===== config.mk =====
export PLATFORM = sky130hd
export DESIGN_NAME = auth_cert_responder_flat
export DESIGN_NICKNAME = d
export VERILOG_FILES = /design/src/rtl/auth_pkg.sv /design/src/rtl/auth_cert_responder_if.sv /design/src/rtl/auth_req_parser.sv /design/src/rtl/auth_cert_responder.sv /design/src/flat_wrapper.sv
export SDC_FILE = /design/constraint.sdc
export NUM_CORES = 1
export LEC_CHECK = 0
export BUFFER_PORTS_ARGS = -buffer_cell sky130_fd_sc_hd__buf_2
export CORE_ASPECT_RATIO = 1.2
export CORE_MARGIN = 2
export CORE_UTILIZATION = 46
export CTS_CLUSTER_DIAMETER = 60
export DETAILED_ROUTE_END_ITERATION = 7
export PLACE_DENSITY = 0.74
export SLEW_MARGIN = 20
export SYNTH_ARGS = -nofsm -noshare
export SYNTH_HDL_FRONTEND = slang
export SYNTH_HIERARCHICAL = 1
export SYNTH_SLANG_ARGS = --single-unit

===== constraint.sdc =====
create_clock -name clk -period 10.8 [get_ports clk]
set_input_delay 0.54 -clock clk [delete_from_list [all_inputs] [get_ports clk]]
set_output_delay 0.54 -clock clk [all_outputs]
set_load 0.02 [all_outputs]

===== src/rtl/auth_pkg.sv =====
// Shared definitions for the certificate responder: FSM encoding, message
// codes, error codes and protocol size limits.
package auth_pkg;

   typedef enum logic [3:0] {
      IDLE, RX_HDR, RX_BODY, CHECK, TX_HDR, RD_REQ, RD_WAIT, TX_DATA, TX_ERR
   } state_t;

   localparam logic [7:0] MSG_GET_DIGESTS     = 8'h81;
   localparam logic [7:0] MSG_GET_CERTIFICATE = 8'h82;
   localparam logic [7:0] MSG_CHALLENGE       = 8'h83;
   localparam logic [7:0] MSG_CERTIFICATE     = 8'h02;
   localparam logic [7:0] MSG_ERROR           = 8'h7F;

   localparam logic [7:0] ERR_INVALID_REQUEST     = 8'h01;
   localparam logic [7:0] ERR_UNSUPPORTED_REQUEST = 8'h02;

   localparam logic [7:0] AUTH_VERSION = 8'h01;
   localparam logic [7:0] REQ_BYTES    = 8'd8;

   localparam int MAX_LEAF_CERT_SIZE         = 640;
   localparam int MAX_INTERMEDIATE_CERT_SIZE = 512;
   localparam int MAX_ACD_SIZE               = 128;
   localparam int MAX_CERT_CHAIN_SIZE        = 4096;

   function automatic logic [16:0] min17(input logic [16:0] a, input logic [16:0] b);
      return (a < b) ? a : b;
   endfunction

endpackage


===== src/rtl/auth_cert_responder_if.sv =====
// Byte-stream request/response channel between a requester and the responder.
interface auth_cert_responder_if;
   logic       rx_valid;
   logic [7:0] rx_data;
   logic       rx_last;
   logic       rx_ready;
   logic       tx_valid;
   logic [7:0] tx_data;
   logic       tx_last;
   logic       tx_ready;

   modport master (
      output rx_valid, rx_data, rx_last, tx_ready,
      input  rx_ready, tx_valid, tx_data, tx_last
   );

   modport slave (
      input  rx_valid, rx_data, rx_last, tx_ready,
      output rx_ready, tx_valid, tx_data, tx_last
   );
endinterface


===== src/rtl/auth_req_parser.sv =====
// Counts request bytes and captures header fields by byte position.
module auth_req_parser (
   input  logic        clk,
   input  logic        reset,
   input  logic        clear,
   input  logic        fire,
   input  logic [7:0]  data,
   output logic [7:0]  version,
   output logic [7:0]  msg_type,
   output logic [7:0]  slot,
   output logic [15:0] offset,
   output logic [15:0] length,
   output logic [7:0]  byte_cnt
);

   always_ff @(posedge clk) begin
      if (reset) begin
         version  <= '0;
         msg_type <= '0;
         slot     <= '0;
         offset   <= '0;
         length   <= '0;
         byte_cnt <= '0;
      end else if (clear) begin
         byte_cnt <= '0;
      end else if (fire) begin
         // Saturate so an oversized request can never wrap back to a count of 8.
         if (byte_cnt != 8'hFF) byte_cnt <= byte_cnt + 8'd1;
         case (byte_cnt)
            8'd0:    version       <= data;
            8'd1:    msg_type      <= data;
            8'd2:    slot          <= data;
            8'd4:    offset[7:0]   <= data;
            8'd5:    offset[15:8]  <= data;
            8'd6:    length[7:0]   <= data;
            8'd7:    length[15:8]  <= data;
            default: ;
         endcase
      end
   end

endmodule


===== src/rtl/auth_cert_responder.sv =====
// GET_CERTIFICATE responder: parses an 8-byte request, validates it and
// streams a header plus a clipped window of the certificate memory.
module auth_cert_responder
   import auth_pkg::*;
#(
   parameter int MAX_CHAIN = 4096,
   parameter int ADDR_W    = 12
) (
   input  logic                  clk,
   input  logic                  reset,
   auth_cert_responder_if.slave  bus,
   input  logic [12:0]           chain_len,
   output logic                  cert_rd_en,
   output logic [ADDR_W-1:0]     cert_addr,
   input  logic [7:0]            cert_rd_data
);

   state_t      state;
   logic        rx_ready, tx_valid, tx_last;
   logic [7:0]  tx_data;
   logic [1:0]  hdr_idx;
   logic [16:0] data_idx, eff_len;
   logic [12:0] chain_q;
   logic [7:0]  err_code;

   logic [7:0]  version, msg_type, slot, byte_cnt;
   logic [15:0] offset, length;
   logic        rx_fire, tx_fire, parse_clr, offset_bad;
   logic [16:0] remain, eff_calc;

   assign bus.rx_ready = rx_ready;
   assign bus.tx_valid = tx_valid;
   assign bus.tx_data  = tx_data;
   assign bus.tx_last  = tx_last;

   assign rx_fire   = bus.rx_valid && rx_ready;
   assign tx_fire   = tx_valid && bus.tx_ready;
   assign parse_clr = (state == CHECK);

   auth_req_parser u_parser (
      .clk      (clk),
      .reset    (reset),
      .clear    (parse_clr),
      .fire     (rx_fire),
      .data     (bus.rx_data),
      .version  (version),
      .msg_type (msg_type),
      .slot     (slot),
      .offset   (offset),
      .length   (length),
      .byte_cnt (byte_cnt)
   );

   // 17-bit so chain_len - offset and a 16-bit length compare without wrap.
   assign offset_bad = ({1'b0, offset} >= {4'd0, chain_q});
   assign remain     = {4'd0, chain_q} - {1'b0, offset};
   assign eff_calc   = min17({1'b0, length}, remain);

   always_ff @(posedge clk) begin
      if (reset) begin
         state      <= IDLE;
         rx_ready   <= 1'b0;
         tx_valid   <= 1'b0;
         tx_last    <= 1'b0;
         tx_data    <= 8'h00;
         cert_rd_en <= 1'b0;
         cert_addr  <= '0;
         hdr_idx    <= '0;
         data_idx   <= '0;
         eff_len    <= '0;
         chain_q    <= '0;
         err_code   <= '0;
      end else begin
         case (state)
            IDLE, RX_HDR, RX_BODY: begin
               rx_ready <= 1'b1;
               if (rx_fire) begin
                  if (bus.rx_last) begin
                     state    <= CHECK;
                     rx_ready <= 1'b0;
                     chain_q  <= (chain_len > 13'(MAX_CHAIN)) ? 13'(MAX_CHAIN) : chain_len;
                  end else if (state == IDLE) begin
                     state <= RX_HDR;
                  end else if (state == RX_HDR && byte_cnt == 8'd3) begin
                     state <= RX_BODY;
                  end
               end
            end

            CHECK: begin
               hdr_idx  <= '0;
               data_idx <= '0;
               tx_valid <= 1'b1;
               tx_data  <= AUTH_VERSION;
               tx_last  <= 1'b0;
               if (version != AUTH_VERSION || byte_cnt != REQ_BYTES) begin
                  err_code <= ERR_INVALID_REQUEST;
                  state    <= TX_ERR;
               end else if (msg_type != MSG_GET_CERTIFICATE) begin
                  err_code <= ERR_UNSUPPORTED_REQUEST;
                  state    <= TX_ERR;
               end else if (offset_bad) begin
                  err_code <= ERR_INVALID_REQUEST;
                  state    <= TX_ERR;
               end else begin
                  eff_len <= eff_calc;
                  state   <= TX_HDR;
               end
            end

            TX_HDR: if (tx_fire) begin
               hdr_idx <= hdr_idx + 2'd1;
               case (hdr_idx)
                  2'd0: tx_data <= MSG_CERTIFICATE;
                  2'd1: tx_data <= slot;
                  2'd2: begin
                     tx_data <= 8'h00;
                     tx_last <= (eff_len == 17'd0);
                  end
                  default: begin
                     tx_valid <= 1'b0;
                     tx_last  <= 1'b0;
                     if (eff_len == 17'd0) begin
                        state    <= IDLE;
                        rx_ready <= 1'b1;
                     end else begin
                        state      <= RD_REQ;
                        cert_rd_en <= 1'b1;
                        cert_addr  <= ADDR_W'(offset);
                     end
                  end
               endcase
            end

            TX_ERR: if (tx_fire) begin
               hdr_idx <= hdr_idx + 2'd1;
               case (hdr_idx)
                  2'd0: tx_data <= MSG_ERROR;
                  2'd1: tx_data <= err_code;
                  2'd2: begin
                     tx_data <= 8'h00;
                     tx_last <= 1'b1;
                  end
                  default: begin
                     tx_valid <= 1'b0;
                     tx_last  <= 1'b0;
                     state    <= IDLE;
                     rx_ready <= 1'b1;
                  end
               endcase
            end

            RD_REQ: begin
               cert_rd_en <= 1'b0;
               state      <= RD_WAIT;
            end

            RD_WAIT: begin
               tx_data  <= cert_rd_data;
               tx_valid <= 1'b1;
               tx_last  <= (data_idx == eff_len - 17'd1);
               state    <= TX_DATA;
            end

            TX_DATA: if (tx_fire) begin
               tx_valid <= 1'b0;
               tx_last  <= 1'b0;
               if (tx_last) begin
                  state    <= IDLE;
                  rx_ready <= 1'b1;
               end else begin
                  data_idx   <= data_idx + 17'd1;
                  cert_rd_en <= 1'b1;
                  cert_addr  <= ADDR_W'({1'b0, offset} + data_idx + 17'd1);
                  state      <= RD_REQ;
               end
            end

            default: state <= IDLE;
         endcase
      end
   end

endmodule

===== src/flat_wrapper.sv =====
// flat-port wrapper written by rule: the top's interface ports become plain ports
module auth_cert_responder_flat import auth_pkg::*;
#(
   parameter int MAX_CHAIN = 4096,
   parameter int ADDR_W    = 12
)
  (clk, reset, chain_len, cert_rd_en, cert_addr, cert_rd_data, bus_rx_valid, bus_rx_data, bus_rx_last, bus_tx_ready, bus_rx_ready, bus_tx_valid, bus_tx_data, bus_tx_last);
  auth_cert_responder_if bus_i ();
  input  logic clk;
  input  logic reset;
  input  logic [12:0] chain_len;
  output logic cert_rd_en;
  output logic [ADDR_W-1:0] cert_addr;
  input  logic [7:0] cert_rd_data;
  input wire logic [$bits(bus_i.rx_valid)-1:0] bus_rx_valid;
  input wire logic [$bits(bus_i.rx_data)-1:0] bus_rx_data;
  input wire logic [$bits(bus_i.rx_last)-1:0] bus_rx_last;
  input wire logic [$bits(bus_i.tx_ready)-1:0] bus_tx_ready;
  output wire logic [$bits(bus_i.rx_ready)-1:0] bus_rx_ready;
  output wire logic [$bits(bus_i.tx_valid)-1:0] bus_tx_valid;
  output wire logic [$bits(bus_i.tx_data)-1:0] bus_tx_data;
  output wire logic [$bits(bus_i.tx_last)-1:0] bus_tx_last;
  assign bus_i.rx_valid = bus_rx_valid;
  assign bus_i.rx_data = bus_rx_data;
  assign bus_i.rx_last = bus_rx_last;
  assign bus_i.tx_ready = bus_tx_ready;
  assign bus_rx_ready = bus_i.rx_ready;
  assign bus_tx_valid = bus_i.tx_valid;
  assign bus_tx_data = bus_i.tx_data;
  assign bus_tx_last = bus_i.tx_last;
  auth_cert_responder #(.MAX_CHAIN(MAX_CHAIN), .ADDR_W(ADDR_W)) u_core (.clk(clk), .reset(reset), .bus(bus_i), .chain_len(chain_len), .cert_rd_en(cert_rd_en), .cert_addr(cert_addr), .cert_rd_data(cert_rd_data));
endmodule

**Yosys cells after proc, flatten, opt, wreduce, memory -nomap -nowiden**

Cells that the tools add are included.

- $add $sub $neg: 7
- Magnitude comparators: 3
- Equal/unequal tests: 39
- Mux-type cells: 61
- Bitwise logic cells: 4
- Reduce and logical (&&, ||, !) cells: 43

Operators with widths:

| operator | count |
|---|---|
| $mux 12 | 5 |
| $mux 17 | 3 |
| $mux 4 | 12 |
| $pmux 8 s3 | 2 |
| $mux 8 | 5 |
| $pmux 17 s2 | 1 |
| $eq 8x3->1 const B | 4 |
| $pmux 8 s4 | 1 |
| $pmux 4 s7 | 1 |
| $reduce_and 3->1 | 9 |
| $pmux 12 s2 | 1 |
| $mux 1 | 19 |
| $reduce_and 6->1 | 3 |
| $add 17x1->17 const B | 1 |
| $eq 17x17->1 | 1 |
| $logic_not 17->1 | 1 |
| $lt 16x17->1 | 1 |
| $sub 13x16->17 | 1 |
| $sub 17x1->17 const B | 1 |
| $eq 4x3->1 const B | 4 |
| $eq 8x2->1 const B | 2 |
| $ge 16x13->1 | 1 |
| $ne 8x8->1 const B | 2 |
| $ne 2x1->1 const B | 7 |
| other kinds (41) | 69 |

- Bits in registers: 149
- Bits of input ports: 34
- Output and inout bits: 24
- Word-level logic and storage cells: 177

**Depth between registers and ports, before layout**

Gate-level depths: netlist of the first run.

- Word-level depth: 7
- Mapped depth: 18
- Gate-level depth less buffers: 17

**Hierarchy**

Netlist of the first run, hierarchy kept.

By module, submodules not included:

| module | instances | cells each | area an instance (um^2) | sequential area each (um^2) |
|---|---|---|---|---|
| auth_cert_responder | 1 | 797 | 6117.1 | 1581.5 |
| auth_req_parser | 1 | 252 | 2703.8 | 1281.2 |

**Worst setup path after synthesis of the first run**

No wires, ideal clock.

- Kind: register to register
- Start point: register u_core.u_parser.offset[9]
- End point: register u_core.eff_len[11]
- Setup time: 0.091 ns
- Arrival: 3.739 ns
- Data required time: 10.709 ns
- Path slack: 6.970 ns
- Stages on the path, launching flop included: 18
- Buffers on the path: 2
- Period minus slack after synthesis: 3.830 ns
- Cell sequence: dfxtp_1 > inv_1 > ha_1 > and2_1 > clkbuf_1 > and3_1 > and3_1 > o21ai_1 > a21oi_1 > or3_1 > ha_1 > or3_1 > a211oi_1 > a311oi_1 > nand2_1 > clkbuf_1 > nand2_1 > a311oi_1

- Word-level cells in the longest chain between the ends: 3
- Elaborated cells on any way between the ends: 6
- Those cells by class: add/sub: 1; order compare: 2; mux: 1; bitwise: 1; reduce/logical: 1

Ends and longest elaborated chain:

| what | line | text |
|---|---|---|
| start, declared | auth_req_parser.sv:11 | `output logic [15:0] offset,` |
| start signal, assigned | auth_req_parser.sv:34 | `8'd5: offset[15:8] <= data;` |
| $sub 13x16->17 / $ge 16x13->1 (equally long branches) | auth_cert_responder.sv:56, auth_cert_responder.sv:55 |  |
| $lt 16x17->1 / $not 1->1 (equally long branches) | -- |  |
| $mux 17 / $reduce_and 4->1 (equally long branches) | -- |  |
| end signal, assigned | auth_cert_responder.sv:106 | `eff_len <= eff_calc;` |
| end, declared | auth_cert_responder.sv:22 | `logic [16:0] data_idx, eff_len;` |

Several ways; a longest one is shown, not always the timed one.
A chain may end at the register's enable or synchronous reset.

**Final worst setup path of the first run**

- Start point: register u_core.u_parser.offset[1]
- End point: register u_core.eff_len[7]

Same word-level chain as after synthesis.

==> summary.md, run 1 <==
| Metric | Value |
|---|---|
| Num rows | 55 |
| Setup Buffers After CTS | 0 |
| Final #Nets | 1168 |
| Average size of a mapped cell | 8.41 sq um |
| Minimum clock period | 4.35 ns |
| Final hold vios | 0 |
| Final clock skew | 0.0172 ns |
| WL per Instance | 17.8 microns |
| CP Capture Type | flop |
| Synth Instances | 1049 |
| First-pass GRT wire length | 39.2 mm |
| Measured slew at the worst slew-check pin | 0.866 ns |
| Top-area cell type share of the netlist area | 0.325 |
| Normalized max-slew margin | 0.422 |
| Die width | 130 microns |
| Vias in the first global route | 7408 |
| Bufs on Longest Clock Path | 2 |
| DR vias | 7792 |
| Most frequent cells in the layout | dfxtp_1 (143), nor2_1 (100), nand2b_1 (83), nand2_1 (73), mux2i_1 (66) |
| Top Ports | 58 |
| Die ar. | 20300 sq um |
| Critical Path RT | 11.13 ns |
| Critical Path Max Stage Delay | 0.53 ns |
| Main synth FF type | dfxtp_1 |
| H-tree depth | 4 |
| CTS tree | done |
| Run status | finished clean |
| CP arrival | 4.67 ns |
| Design Area, Final | 9930 sq um |
| DR DRC count | 0 |
| Clk slew on worst S/H paths | 0.06 ns |
| F_max | 0.230 GHz |
| Clock root cell | clkbuf_16 |
| Setup TNS | 0 ns |
| Hold Path Class | in -> reg |
| Async SR Flop Fraction | 0 |
| Crit path buf inv count | 1 |
| Placed cell areas | 9290 sq um |
| Final ANT Viol Nets | 0 |
| Hold-fix buffers at CTS | 0 |
| Initial antenna violation count | 0 |
| Worst-path maximum fanout | 9 |
| # Max-Cap Violations | 0 |
| Largest cells by area after synthesis | dfxtp_1 (32%), mux2i_1 (7.5%), ha_1 (7.0%) |
| CP Launch Type | flop |
| Synth Warn # | 6 |
| Number of synthesized flops with an enable pin | 0 |
| Pre-CTS WS | 6.58 ns |
| Synthesized Nets | 1134 |
| Core footprint | 18900 sq um |
| Hpwl dp | 17.3 mm |
| GR Overflow Total | 0 |
| GPL Wtd Cong | 0.877 |
| N_diodes | 0 |
| Layout cells sized above 1 | 0.114 |
| Mapped cell area | 8820 sq um |
| Post-CTS Resized | 0 |
| Synth area leader | dfxtp_1 |
| Largest net degree at the start of global routing | 84 |
| Filler cell count | 1780 |
| Netlist cell types | 75 |
| Synthesis-to-finish area growth | 12.5% |
| Leakage | 4.01 nW |
| Starting DRT DRC Count | 764 |
| RSZ-0062 raised after global routing | false |
| Routed Wire Length | 24.0 mm |
| CP top delay family | compound AO/OA/AOI/OAI gates |
| Routed vias/inst | 5.76 |
| Most common cell after layout, fill and taps aside | dfxtp_1 |
| Overall Global Routing Usage | 0.247 |
| Setup violations, final | 0 |
| FF+latch count, synth | 143 |
| Initial Utilization | 0.468 |
| Num Clock Sinks | 143 |
| Register area share after synthesis | 0.325 |
| Pre-antenna DRT Iters | 6 |
| Slowest stage cell, crit path | a31oi_2 |
| Peak VDD IR | 0.121 mV |
| CP cell instances | inv_1 > fa_1 > a21oi_1 > o211ai_1 > a2bb2oi_1 > a31oi_2 > xnor2_1 > ha_1 > or3_1 > a211oi_1 > a311o_1 > nor2_2 > and3_1 > nor4_1 |
| WS Path Type | reg -> reg |
| CTS buffer count | 17 |
| Setup WS post-layout | 6.45 ns |
| Port buffer count | 57 |
| Pwr Density | 130 nW/um^2 |
| Clk_lat worst skew | 0.44 ns |
| Slew Viols, Final | 0 |
| Fin crit share | 0.402 |
| Die height | 156 microns |
-- state kept, by name (all words and copies together) (netlist names), 12 cells and up --
register and cells:
u_core/cert_addr 12, u_core/chain_q 13, u_core/data_idx 17, u_core/eff_len 17, u_core/u_parser/length 16, u_core/u_parser/offset 16
-- layer usage --
layer / track usage / routed length, microns / part of all wire / vias up
met4: 0.0836 / 556 / 0.023 / 0
met1: 0.316 / 10400 / 0.43 / 3685
met2: 0.420 / 11900 / 0.49 / 233
li1: - / - / - / 3838
met3: 0.0418 / 1260 / 0.052 / 36
met5: 0 / 0 / 0 / -
-- final cells by class --
cell class,instances,area (sq um),share of cell area
clock buffers,18,429,0.0432
clock inverters,14,203,0.0204
repair buffers,60,310,0.0313
inverters,41,154,0.0155
well taps,256,320,0.0323
multi-input cells,820,5650,0.569
flip-flops and latches,143,2860,0.288
-- path summary, 6_finish.rpt --
check / slack, ns / end / from / cells past startpoint
max: 6.45 / u_core/eff_len[7] / u_core/u_parser/offset[1] / 14
min reg2reg: 0.46 / u_core/chain_q[12] / u_core/chain_q[12] / 2
min: 0.37 / u_core/chain_q[2] / chain_len[2] / 3
max reg2reg: 6.45 / u_core/eff_len[7] / u_core/u_parser/offset[1] / 14
-- per-stage QoR --
stage           util  hold WS [ns]  std cells  power [W]
4_1_cts        0.526         0.353       1352    0.00130
5_1_grt        0.526         0.378       1352    0.00133
3_5_place_dp   0.493         0.461       1320   0.000662
6_report       0.526         0.366       1352    0.00129
3_3_place_gp   0.493         0.449       1320   0.000660
2_1_floorplan      -         0.428       1049   0.000627
-- synthesized netlist by cell type (3+ instances only) --
cell type and n:
dfxtp_1 143, nor2_1 100, nand2b_1 83, nand2_1 73, mux2i_1 66, a21oi_1 65, ha_1 49, nand3_1 42
inv_1 41, clkbuf_1 36, xnor2_1 30, nor3_1 25, xor2_1 24, o21ai_0 23, a211oi_1 22, a22oi_1 15
and3_1 13, nor2b_1 12, nand4_1 11, o21ai_1 10, or3_1 10, a311oi_2 8, a31oi_1 8, nand3b_1 8
nor4_1 8, a21o_1 7, nor3b_1 7, a311oi_1 6, buf_2 6, nand3_2 6, o211ai_1 6, o21a_1 6
and3b_1 5, nor4b_1 5, o31ai_1 5, and2_1 4, and4_1 4, o21bai_1 4, a2111oi_0 3, a21boi_0 3
buf_1 3, o22ai_1 3
-- where the power goes --
group	internal [W]	switching (W)	leakage [nW]
Clock	0.000391	0.000247	0.307
Sequential	0.000533	0.00000781	1.15
Combinational	0.0000407	0.0000711	2.55
-- worst register-to-register path, cell delays in order (launching register included) --
cell and delay (ns):
dfxtp_1 0.45, inv_1 0.12, fa_1 0.47, a21oi_1 0.26
o211ai_1 0.20, a2bb2oi_1 0.21, a31oi_2 0.53, xnor2_1 0.14
ha_1 0.21, or3_1 0.37, a211oi_1 0.28, a311o_1 0.44
nor2_2 0.14, and3_1 0.21, nor4_1 0.22
-- cell families after synthesis --
family	count (synthesis)	share of synthesized area
XOR/XNOR	54	0.0536
adder cells (fa/ha/maj)	51	0.0740
AO/OA/AOI/OAI	217	0.171
multiplexers	67	0.0762
buffers and inverters	86	0.0374
AND/OR/NAND/NOR	431	0.263
flip-flops	143	0.325
Note: power is estimated with default switching activity, not from simulation.
==> inputs of run 2 (changes only) <==
--- a/config.mk
+++ b/config.mk
@@ -11,7 +11,7 @@
 export CORE_UTILIZATION = 46
 export CTS_CLUSTER_DIAMETER = 60
 export DETAILED_ROUTE_END_ITERATION = 7
-export PLACE_DENSITY = 0.74
+export PLACE_DENSITY = 0.77
 export SLEW_MARGIN = 20
 export SYNTH_ARGS = -nofsm -noshare
 export SYNTH_HDL_FRONTEND = slang
==> constraint.sdc (replaced) <==
create_clock -name clk -period 3.6 [get_ports clk]
set_input_delay 0.18 -clock clk [delete_from_list [all_inputs] [get_ports clk]]
set_output_delay 0.18 -clock clk [all_outputs]
set_load 0.02 [all_outputs]
==> summary.md, run 2 (synthesis results as in run 1) <==
| Metric | Value |
|---|---|
| RSZ-0062 raised after global routing | true |
| Minimum clock period | 3.67 ns (-0.679 ns) |
| Worst-path maximum fanout | 7 (-2) |
| Pre-antenna DRT Iters | 5 (-1) |
| Design Area, Final | 10600 sq um (+6.3%) |
| Synthesis-to-finish area growth | 19.6% |
| Vias in the first global route | 7489 (+1.1%) |
| Top Ports | 58 (unchanged) |
| Die ar. | 20300 sq um (unchanged) |
| Num Clock Sinks | 143 (unchanged) |
| Finished Core Util | 0.560 (+0.0332) |
| Slew Viols, Final | 0 (unchanged) |
| Hold Path Class | in -> reg |
| Bufs on Longest Clock Path | 2 (unchanged) |
| H-tree depth | 4 (unchanged) |
| Routed vias/inst | 5.66 (-1.9%) |
| Die height | 156 microns (unchanged) |
| GPL Wtd Cong | 0.897 (+2.3%) |
| Hold path start | chain_len[11] |
| CP Launch Type | flop |
| DR vias | 7947 (+2.0%) |
| WS Path Type | reg -> reg |
| Most frequent cells in the layout | dfxtp_1 (140), nor2_1 (100), nand2b_1 (83), nand2_1 (72), mux2i_1 (66) |
| Port buffer count | 57 (unchanged) |
| Register area | 2870 sq um (+0.13%) |
| DR DRC count | 0 (unchanged) |
| Hold Path End | u_core/chain_q[11] |
| Overall Global Routing Usage | 0.232 (-0.0153) |
| Measured slew at the worst slew-check pin | 0.938 ns (+0.0711 ns) |
| F_max | 0.273 GHz (+18%) |
| Final #Nets | 1221 (+4.5%) |
| Multi-input gate area | 5900 sq um (+4.4%) |
| Final ANT Viol Nets | 0 (unchanged) |
| CP Capture Type | flop |
| Peak VDD IR | 0.355 mV (+190%) |
| Pre-CTS WS | -0.0729 ns (-6.65 ns) |
| CTS buffer count | 17 (unchanged) |
| Initial antenna violation count | 0 (unchanged) |
| WL per Instance | 16.4 microns (-7.7%) |
| Die width | 130 microns (unchanged) |
| Initial Utilization | 0.468 (unchanged) |
| Clock root cell | clkbuf_16 |
| Most common cell after layout, fill and taps aside | dfxtp_1 |
| Failing checks | negative setup slack |
| Routed Wire Length | 23.1 mm (-4.0%) |
| CP arrival | 4.00 ns (-0.67 ns) |
| Critical Path RT | 3.93 ns (-7.20 ns) |
| Pwr Density | 361 nW/um^2 (+180%) |
| N_diodes | 0 (unchanged) |
| R2R cell count | 16 (+2) |
| CTS tree | done |
| Final hold vios | 0 (unchanged) |
| Largest regs | u_core/data_idx (17), u_core/eff_len (17) |
| R2R Setup Slk | -0.07 ns (-6.52 ns) |
| Leakage | 4.29 nW (+6.8%) |
| Run status | finished with violations |
| Starting DRT DRC Count | 752 (-1.6%) |
| Critical R2R Capture | u_core/eff_len[12] |
| Setup WS post-layout | -0.0681 ns (-6.52 ns) |
| Clk slew on worst S/H paths | 0.06 ns (about the same) |
| Setup TNS | -0.423 ns (-0.423 ns) |
| Fin cells | 1405 (+3.9%) |
| First-pass GRT wire length | 37.0 mm (-5.4%) |
| Placed cell areas | 9690 sq um (+4.2%) |
| Hold depth | 3 (unchanged) |
| Setup violations, final | 13 (+13) |
| Num rows | 55 (unchanged) |
| Placed cells | 1366 (+3.5%) |
| # Max-Cap Violations | 0 (unchanged) |
| R2R Path Start | u_core/u_parser/offset[8] |
| Final clock skew | 0.0106 ns (-0.00656 ns) |
| Filler cell count | 1708 (-4.0%) |
| Largest net degree at the start of global routing | 102 (+21%) |
| Clk_lat worst skew | 0.43 ns (about the same) |
| GR Overflow Total | 0 (unchanged) |
| Core footprint | 18900 sq um (unchanged) |
| Hpwl dp | 16.7 mm (-3.9%) |
| Fin crit share | 1.02 (+0.616) |
| Normalized max-slew margin | 0.375 (-0.0474) |
| Layout cells sized above 1 | 0.187 (+0.0731) |
[run 2: cell count changes in the layout (fill, tap and decap cells not counted), sizes merged]
cell / change
clkinv: +1
bufinv: -2
clkinvlp: +2
dlygate4sd3: +3
buf: +50
clkbuf: +3
inv: -4
[run 2: worst max-delay path by stage]
| stage | startpoint | end | cells after the start |
|---|---|---|---|
| floorplan | u_core/u_parser/offset[10] | u_core/eff_len[7] | 16 |
| global placement | u_core/chain_q[0] | u_core/eff_len[11] | 17 |
| detailed placement | u_core/chain_q[0] | u_core/eff_len[12] | 18 |
| CTS | u_core/u_parser/offset[1] | u_core/eff_len[12] | 17 |
| global route | u_core/chain_q[0] | u_core/eff_len[11] | 17 |
| finish | u_core/u_parser/offset[8] | u_core/eff_len[12] | 16 |
[run 2: final cells by class]
class | count | share of cell area
clock buffers | 21 | 0.0427
clock inverters | 11 | 0.0127
inverters | 41 | 0.0146
multi-input cells | 820 | 0.559
flip-flops and latches | 143 | 0.272
well taps | 256 | 0.0304
repair buffers | 113 | 0.0692
[run 2: stage by stage]
step | hold WS, ns | total power (W)
global route | 0.00739 | 0.00395
CTS | 0.00584 | 0.00379
global placement | 0.431 | 0.00202
floorplan | 0.316 | 0.00189
finish | 0.0117 | 0.00381
detailed placement | 0.443 | 0.00202
[run 2: critical path: stages, from the launching register on]
cell and delay [ns]:
dfxtp_1 0.33, inv_1 0.05, ha_1 0.23, inv_1 0.17, nand2_1 0.08, a221o_1 0.45
o21ai_4 0.18, a21oi_1 0.08, or3_1 0.37, ha_1 0.19, or3_4 0.41, a211oi_4 0.24
a311oi_2 0.15, nand2_2 0.16, buf_6 0.16, nand2_1 0.07, a311oi_1 0.25
[run 2: routing by layer]
metal  share of wire  global-route usage  vias to the layer above
met3           0.037              0.0405                       49
li1                -                   -                     3943
met4           0.030              0.0897                        0
met1            0.45               0.297                     3757
met5               0                   0                        -
met2            0.48               0.387                      198
[run 2: power by group]
group / internal, W / total (W) / leakage [nW] / switching, W
Clock: 0.00105 / 0.00176 / 0.276 / 0.000716
Combinational: 0.000182 / 0.000429 / 2.86 / 0.000247
Sequential: 0.00160 / 0.00162 / 1.16 / 0.0000180
[run 2: timing repair]
item                                   in CTS  in global routing
pin swaps                                   5                 37
resized for setup                           4                 46
cloned                                      0                  0
setup endpoints to repair                  10                 16
setup buffers                               1                  3
hold buffers                                3                  0
endpoints found under the hold margin       3                  0
